==> src/rtl/countdown_pkg.sv <==
// Shared definitions for the countdown controller: state encoding, datapath
// width and the button indices used for press priority resolution.
package countdown_pkg;

  localparam int VAL_W = 8;

  typedef enum logic [1:0] {
    ST_SET   = 2'd0,
    ST_RUN   = 2'd1,
    ST_PAUSE = 2'd2,
    ST_DONE  = 2'd3
  } state_t;

  localparam int BTN_UP  = 0;
  localparam int BTN_DN  = 1;
  localparam int BTN_GO  = 2;
  localparam int NUM_BTN = 3;

  // Keep only the highest-priority press pulse: go > up > dn.
  function automatic logic [NUM_BTN-1:0] resolve_press(input logic [NUM_BTN-1:0] p);
    logic [NUM_BTN-1:0] r;
    r = {NUM_BTN{1'b0}};
    if (p[BTN_GO]) begin
      r[BTN_GO] = 1'b1;
    end else if (p[BTN_UP]) begin
      r[BTN_UP] = 1'b1;
    end else if (p[BTN_DN]) begin
      r[BTN_DN] = 1'b1;
    end else begin
      r = {NUM_BTN{1'b0}};
    end
    return r;
  endfunction

endpackage

==> src/rtl/countdown_ctrl_btn_cond.sv <==
// Button conditioner: 2-flop synchronizer, stability debouncer and a
// one-cycle pulse on each debounced press (releases produce nothing).
module btn_cond #(
  parameter int DB_CYCLES = 500_000
) (
  input  logic clk,
  input  logic rs,
  input  logic raw,
  output logic press
);

  localparam int CW = (DB_CYCLES > 1) ? $clog2(DB_CYCLES) : 1;
  localparam logic [CW-1:0] CNT_LAST = CW'(DB_CYCLES - 1);
  localparam logic [CW-1:0] CNT_ZERO = {CW{1'b0}};
  localparam logic [CW-1:0] CNT_ONE  = CW'(1);

  logic [1:0]    sync_r;
  logic          level_r;
  logic          level_d_r;
  logic          press_r;
  logic [CW-1:0] cnt_r;

  // Bring the asynchronous button into the clk domain; sync_r[1] is safe to use.
  always_ff @(posedge clk) begin
    if (rs) begin
      sync_r <= 2'b00;
    end else begin
      sync_r <= {sync_r[0], raw};
    end
  end

  // Accept a new level only after it has differed from the current one for DB_CYCLES cycles.
  always_ff @(posedge clk) begin
    if (rs) begin
      level_r <= 1'b0;
      cnt_r   <= CNT_ZERO;
    end else if (sync_r[1] == level_r) begin
      level_r <= level_r;
      cnt_r   <= CNT_ZERO;
    end else if (cnt_r == CNT_LAST) begin
      level_r <= sync_r[1];
      cnt_r   <= CNT_ZERO;
    end else begin
      level_r <= level_r;
      cnt_r   <= cnt_r + CNT_ONE;
    end
  end

  // Registered one-cycle pulse on a debounced 0->1 transition.
  always_ff @(posedge clk) begin
    if (rs) begin
      level_d_r <= 1'b0;
      press_r   <= 1'b0;
    end else begin
      level_d_r <= level_r;
      press_r   <= level_r & ~level_d_r;
    end
  end

  assign press = press_r;

endmodule

==> src/rtl/countdown_ctrl.sv <==
// Countdown controller: button-driven SET/RUN/PAUSE/DONE state machine over
// an 8-bit count, a tick prescaler and a display-refresh request handshake.
module countdown_ctrl
  import countdown_pkg::*;
#(
  parameter int INIT_VAL  = 21,
  parameter int MAX_VAL   = 99,
  parameter int TICK_DIV  = 50_000_000,
  parameter int DB_CYCLES = 500_000
) (
  input  logic             clk,
  input  logic             rs,
  input  logic             btn_up,
  input  logic             btn_dn,
  input  logic             btn_go,
  output logic [VAL_W-1:0] value,
  output logic [1:0]       state,
  output logic             done,
  output logic             upd_req,
  input  logic             upd_ack
);

  localparam int PW = $clog2(TICK_DIV);
  localparam logic [PW-1:0]    PRE_LAST = PW'(TICK_DIV - 1);
  localparam logic [PW-1:0]    PRE_ZERO = {PW{1'b0}};
  localparam logic [PW-1:0]    PRE_ONE  = PW'(1);
  localparam logic [VAL_W-1:0] VAL_ZERO = {VAL_W{1'b0}};
  localparam logic [VAL_W-1:0] VAL_ONE  = VAL_W'(1);
  localparam logic [VAL_W-1:0] VAL_MAX  = VAL_W'(MAX_VAL);
  localparam logic [VAL_W-1:0] VAL_INIT = VAL_W'(INIT_VAL);

  logic [NUM_BTN-1:0] press_s;
  logic [NUM_BTN-1:0] act_s;
  logic               any_press_s;

  state_t             state_r;
  state_t             state_n_s;
  logic [VAL_W-1:0]   value_r;
  logic [VAL_W-1:0]   value_n_s;
  logic [PW-1:0]      presc_r;
  logic [PW-1:0]      presc_n_s;
  logic               done_r;
  logic               done_n_s;
  logic               upd_req_r;
  logic               changed_s;

  btn_cond #(.DB_CYCLES(DB_CYCLES)) u_btn_up (
    .clk(clk), .rs(rs), .raw(btn_up), .press(press_s[BTN_UP])
  );
  btn_cond #(.DB_CYCLES(DB_CYCLES)) u_btn_dn (
    .clk(clk), .rs(rs), .raw(btn_dn), .press(press_s[BTN_DN])
  );
  btn_cond #(.DB_CYCLES(DB_CYCLES)) u_btn_go (
    .clk(clk), .rs(rs), .raw(btn_go), .press(press_s[BTN_GO])
  );

  assign act_s       = resolve_press(press_s);
  assign any_press_s = |press_s;

  // Next state/value/prescaler. A RUN cycle always advances the prescaler,
  // even the one in which go pauses, so a pause/resume loses no RUN time.
  always_comb begin
    state_n_s = state_r;
    value_n_s = value_r;
    presc_n_s = presc_r;
    done_n_s  = 1'b0;
    case (state_r)
      ST_SET: begin
        if (act_s[BTN_GO]) begin
          if (value_r != VAL_ZERO) begin
            state_n_s = ST_RUN;
            presc_n_s = PRE_ZERO;
          end else begin
            state_n_s = ST_SET;
          end
        end else if (act_s[BTN_UP]) begin
          if (value_r < VAL_MAX) begin
            value_n_s = value_r + VAL_ONE;
          end else begin
            value_n_s = VAL_MAX;
          end
        end else if (act_s[BTN_DN]) begin
          if (value_r != VAL_ZERO) begin
            value_n_s = value_r - VAL_ONE;
          end else begin
            value_n_s = VAL_ZERO;
          end
        end else begin
          state_n_s = ST_SET;
        end
      end
      ST_RUN: begin
        if (presc_r == PRE_LAST) begin
          presc_n_s = PRE_ZERO;
          value_n_s = value_r - VAL_ONE;
          if (value_r == VAL_ONE) begin
            state_n_s = ST_DONE;
            done_n_s  = 1'b1;
          end else if (act_s[BTN_GO]) begin
            state_n_s = ST_PAUSE;
          end else begin
            state_n_s = ST_RUN;
          end
        end else begin
          presc_n_s = presc_r + PRE_ONE;
          if (act_s[BTN_GO]) begin
            state_n_s = ST_PAUSE;
          end else begin
            state_n_s = ST_RUN;
          end
        end
      end
      ST_PAUSE: begin
        if (act_s[BTN_GO]) begin
          state_n_s = ST_RUN;
        end else if (act_s[BTN_DN]) begin
          state_n_s = ST_SET;
        end else begin
          state_n_s = ST_PAUSE;
        end
      end
      ST_DONE: begin
        if (any_press_s) begin
          state_n_s = ST_SET;
          value_n_s = VAL_INIT;
        end else begin
          state_n_s = ST_DONE;
        end
      end
      default: begin
        state_n_s = ST_SET;
        value_n_s = VAL_INIT;
        presc_n_s = PRE_ZERO;
      end
    endcase
  end

  assign changed_s = (state_n_s != state_r) || (value_n_s != value_r);

  // Controller registers; a change always wins over an ack so no redraw is lost.
  always_ff @(posedge clk) begin
    if (rs) begin
      state_r   <= ST_SET;
      value_r   <= VAL_INIT;
      presc_r   <= PRE_ZERO;
      done_r    <= 1'b0;
      upd_req_r <= 1'b1;
    end else begin
      state_r   <= state_n_s;
      value_r   <= value_n_s;
      presc_r   <= presc_n_s;
      done_r    <= done_n_s;
      if (changed_s) begin
        upd_req_r <= 1'b1;
      end else if (upd_ack) begin
        upd_req_r <= 1'b0;
      end else begin
        upd_req_r <= upd_req_r;
      end
    end
  end

  assign value   = value_r;
  assign state   = state_r;
  assign done    = done_r;
  assign upd_req = upd_req_r;

endmodule

==> config.mk <==
export PLATFORM = sky130hd
export DESIGN_NAME = countdown_ctrl
export DESIGN_NICKNAME = d
export VERILOG_FILES = /design/src/rtl/countdown_pkg.sv /design/src/rtl/countdown_ctrl_btn_cond.sv /design/src/rtl/countdown_ctrl.sv
export SDC_FILE = /design/constraint.sdc
export NUM_CORES = 1
export LEC_CHECK = 0
export ABC_AREA = 1
export BUFFER_PORTS_ARGS = -buffer_cell sky130_fd_sc_hd__buf_4
export CAP_MARGIN = 0
export CORE_ASPECT_RATIO = 0.9
export CORE_UTILIZATION = 30
export DETAILED_ROUTE_END_ITERATION = 8
export PLACE_DENSITY_LB_ADDON = 0.12
export SYNTH_ARGS = -nofsm -noshare
export SYNTH_HDL_FRONTEND = slang
export SYNTH_SLANG_ARGS = --single-unit
==> constraint.sdc <==
create_clock -name clk -period 2.03 [get_ports clk]
set_input_delay 0.3045 -clock clk [delete_from_list [all_inputs] [get_ports clk]]
set_output_delay 0.3045 -clock clk [all_outputs]
set_load 0.05 [all_outputs]
==> impl_metrics.csv <==
group,metric,value,unit
setup_path,cp.arrival,2.18,ns
timing,slew_viol_final,0,
timing,post-route-min-period,1.93,ns
finish,drive_above_1_share,0.247,
yosys,synth-seq-area-share,0.364,
yosys,synth-main-ff-cell,"dfxtp_1",
global_route,grt_pass1_wl,25400,um
finish,finalNetCount,979,
clock_tree,cts_tree,"done",
global_route,grt-ovfl-total,0,
routing,drc,0,
global_route,grt.total_usage,0.155,
finish,final_cell_mix,"nand2_1 (155), nor2_1 (110), inv_1 (106), dfxtp_1 (100), buf_4 (100)",
power,p_per_area,538,nW/um2
timing,setup_violations,0,
yosys,syn_area,6050,um2
timing,rsz0062_at_grt,"yes",
yosys,syn_nets,885,
timing,timing.fmax,0.517,GHz
yosys,ys_ff_latch,110,
routing,viasPerCell,4.68,
clock_tree,clockBufferDepth,2,
routing,firstDrtPassIters,5,
floorplanning,io_pins,18,
setup_path,path_class,"flip-flop to flip-flop",
job,cap_violations,0,
clock_tree,cts_root_buffer,"clkbuf_16",
yosys,syn_inst,872,
clock_tree,clkLatencyLatePin,0.36,ns
routing,num_vias,5720,
timing,hold_viol_final,0,
floorplanning,die_width,152,um
power,p_leak,2.95,nW
global_route,antenna_found_initial,0,
finish,diodes,0,
routing,wl_per_cell,12.9,um
placed_design,place_ws,0.00900,ns
clock_tree,cts_buffers,9,
yosys,syn_avg_cell_area,6.94,um2
global_route,grt_pass1_vias,5140,
timing,relSlewSlack,0.668,
setup_path,cp_max_fo,4,
routing,wirelength,15700,um
finish,fill_cells,2079,
timing,finClkSkew,0.00916,ns
finish,finish.utilization,0.391,
timing,worst_slack,0.0959,ns
routing,drt_iter0_drc,353,
timing,tightestPinTransition,0.498,ns
placed_design,port_buffers,17,
clock_tree,cts.sinks,110,
yosys,synth_edf_count,0,
placed_design,routabilityCongestion,0.847,
floorplanning,start_util,0.311,
hold_path,min-delay-path-class,"primary input to flip-flop",
routing,ant_nets,0,
placed_design,place_hpwl,11500,um
clock_tree,clk_pin_slew,0.07,ns
setup_path,cp-end-kind,"flip-flop",
power,ir_worst_vdd,0.495,mV
timing,period_share,0.953,
yosys,yosysWarnings,0,
yosys,yosysUniqueCellTypes,54,
setup_path,start_kind,"flip-flop",
yosys,postSynth.asyncResetShare,0,
floorplanning,die_h,137,um
global_route,grt_max_degree,40,
clock_tree,h-tree-depth,3,
run_status,status,"finished, final reports clean",
setup_path,worstPathRequired,2.28,ns
finish,synthToLayoutAreaGrowth,25.6,%
finish,final_common_cell,"nand2_1",
clock_tree,ctsHoldBuffers,0,
floorplanning,core_area,19500,um2
floorplanning,rows,48,
floorplanning,die_area,20700,um2
logic make-up (layout without fill, tap and decap cells):
group	count (synthesis)	after routing	share of synthesized area
AOI/OAI and AO/OA	123	123	0.120
xor gates and xnor gates	21	21	0.0304
adders and majority gates	7	7	0.0145
buffers and inverters	139	238	0.0904
DFF	110	110	0.364
and+or+nand+nor	472	472	0.381
per-stage QoR:
step | setup TNS (ns) | power [W] | area [um2] | cells | hold slack [ns]
detailed placement | 0 | 0.00230 | 6910 | 1188 | 0.380
finish | 0 | 0.00409 | 7600 | 1221 | 0.146
floorplan | 0 | 0.00226 | 6070 | 872 | 0.373
global placement | 0 | 0.00230 | 6910 | 1188 | 0.374
global route | -0.126 | 0.00426 | 7600 | 1221 | 0.143
CTS | 0 | 0.00418 | 7210 | 1204 | 0.133
cell type report:
cell class	count	area, um2	share of cell area
repair buffers	101	762	0.100
clock buffers	11	233	0.0306
clock inverters	5	66.3	0.00872
well taps	250	313	0.0412
multi-input cells	623	3550	0.467
inverters	121	457	0.0601
flip-flops and latches	110	2220	0.292
flip-flops by register name (all words and copies together) (netlist names), 2 cells and up:
name	flops
u_btn_up.sync_r	2
u_btn_up.cnt_r	19
u_btn_go.sync_r	2
value	8
u_btn_dn.cnt_r	19
u_btn_dn.sync_r	2
u_btn_go.cnt_r	19
presc_r	26
state	2
routing by layer:
metal,wire length (um),GRT usage
met5,0,0
met4,201,0.0457
met3,509,0.0287
met2,6700,0.226
met1,8290,0.228
synthesized netlist by cell type (7+ instances only):
| cell | instances | area (um2) |
|---|---|---|
| a211oi_1 | 7 | 52.6 |
| a21oi_1 | 54 | 270 |
| buf_2 | 7 | 35.0 |
| dfxtp_1 | 110 | 2200 |
| ha_1 | 7 | 87.6 |
| inv_1 | 108 | 405 |
| inv_2 | 11 | 41.3 |
| nand2_1 | 166 | 623 |
| nand2_2 | 13 | 81.3 |
| nand3_1 | 66 | 330 |
| nand3_2 | 7 | 70.1 |
| nand4_1 | 21 | 131 |
| nor2_1 | 118 | 443 |
| nor2_2 | 15 | 93.8 |
| nor2_4 | 9 | 101 |
| nor3_1 | 23 | 115 |
| nor3b_1 | 7 | 52.6 |
| nor4_1 | 9 | 56.3 |
| o21ai_0 | 27 | 135 |
| o21ai_1 | 9 | 45.0 |
| xor2_1 | 17 | 149 |
report_power, final:
group	internal (W)	switching [W]
clock	0.000976	0.000863
combinational	0.0000282	0.0000525
sequential	0.00216	0.00000569
critical path: stages, from the launching register on:
cell	delay, ns
dfxtp_2	0.37
ha_1	0.22
nand3_1	0.13
nor2_1	0.22
nor2_1	0.07
nand2_1	0.06
nor2_1	0.04
a21oi_1	0.18
nand2_1	0.10
nand2_1	0.09
nand4_1	0.14
nor2_1	0.13
nand3_1	0.06
final timing paths:
check,slack (ns),cells past startpoint,endpoint,start
min,0.15,3,u_btn_up.sync_r[0],btn_up
max reg2reg,0.1,12,upd_req,value[1]
max,0.1,12,upd_req,value[1]
min reg2reg,0.39,1,u_btn_go.press,u_btn_go.level_d_r
what timing repair did:
| item | 4_1_cts | 5_1_grt |
|---|---|---|
| buffers inserted | 0 | 17 |
| setup endpoints to repair | 0 | 24 |
| resized for setup | 0 | 74 |
Power figures use the tool's default switching activity.
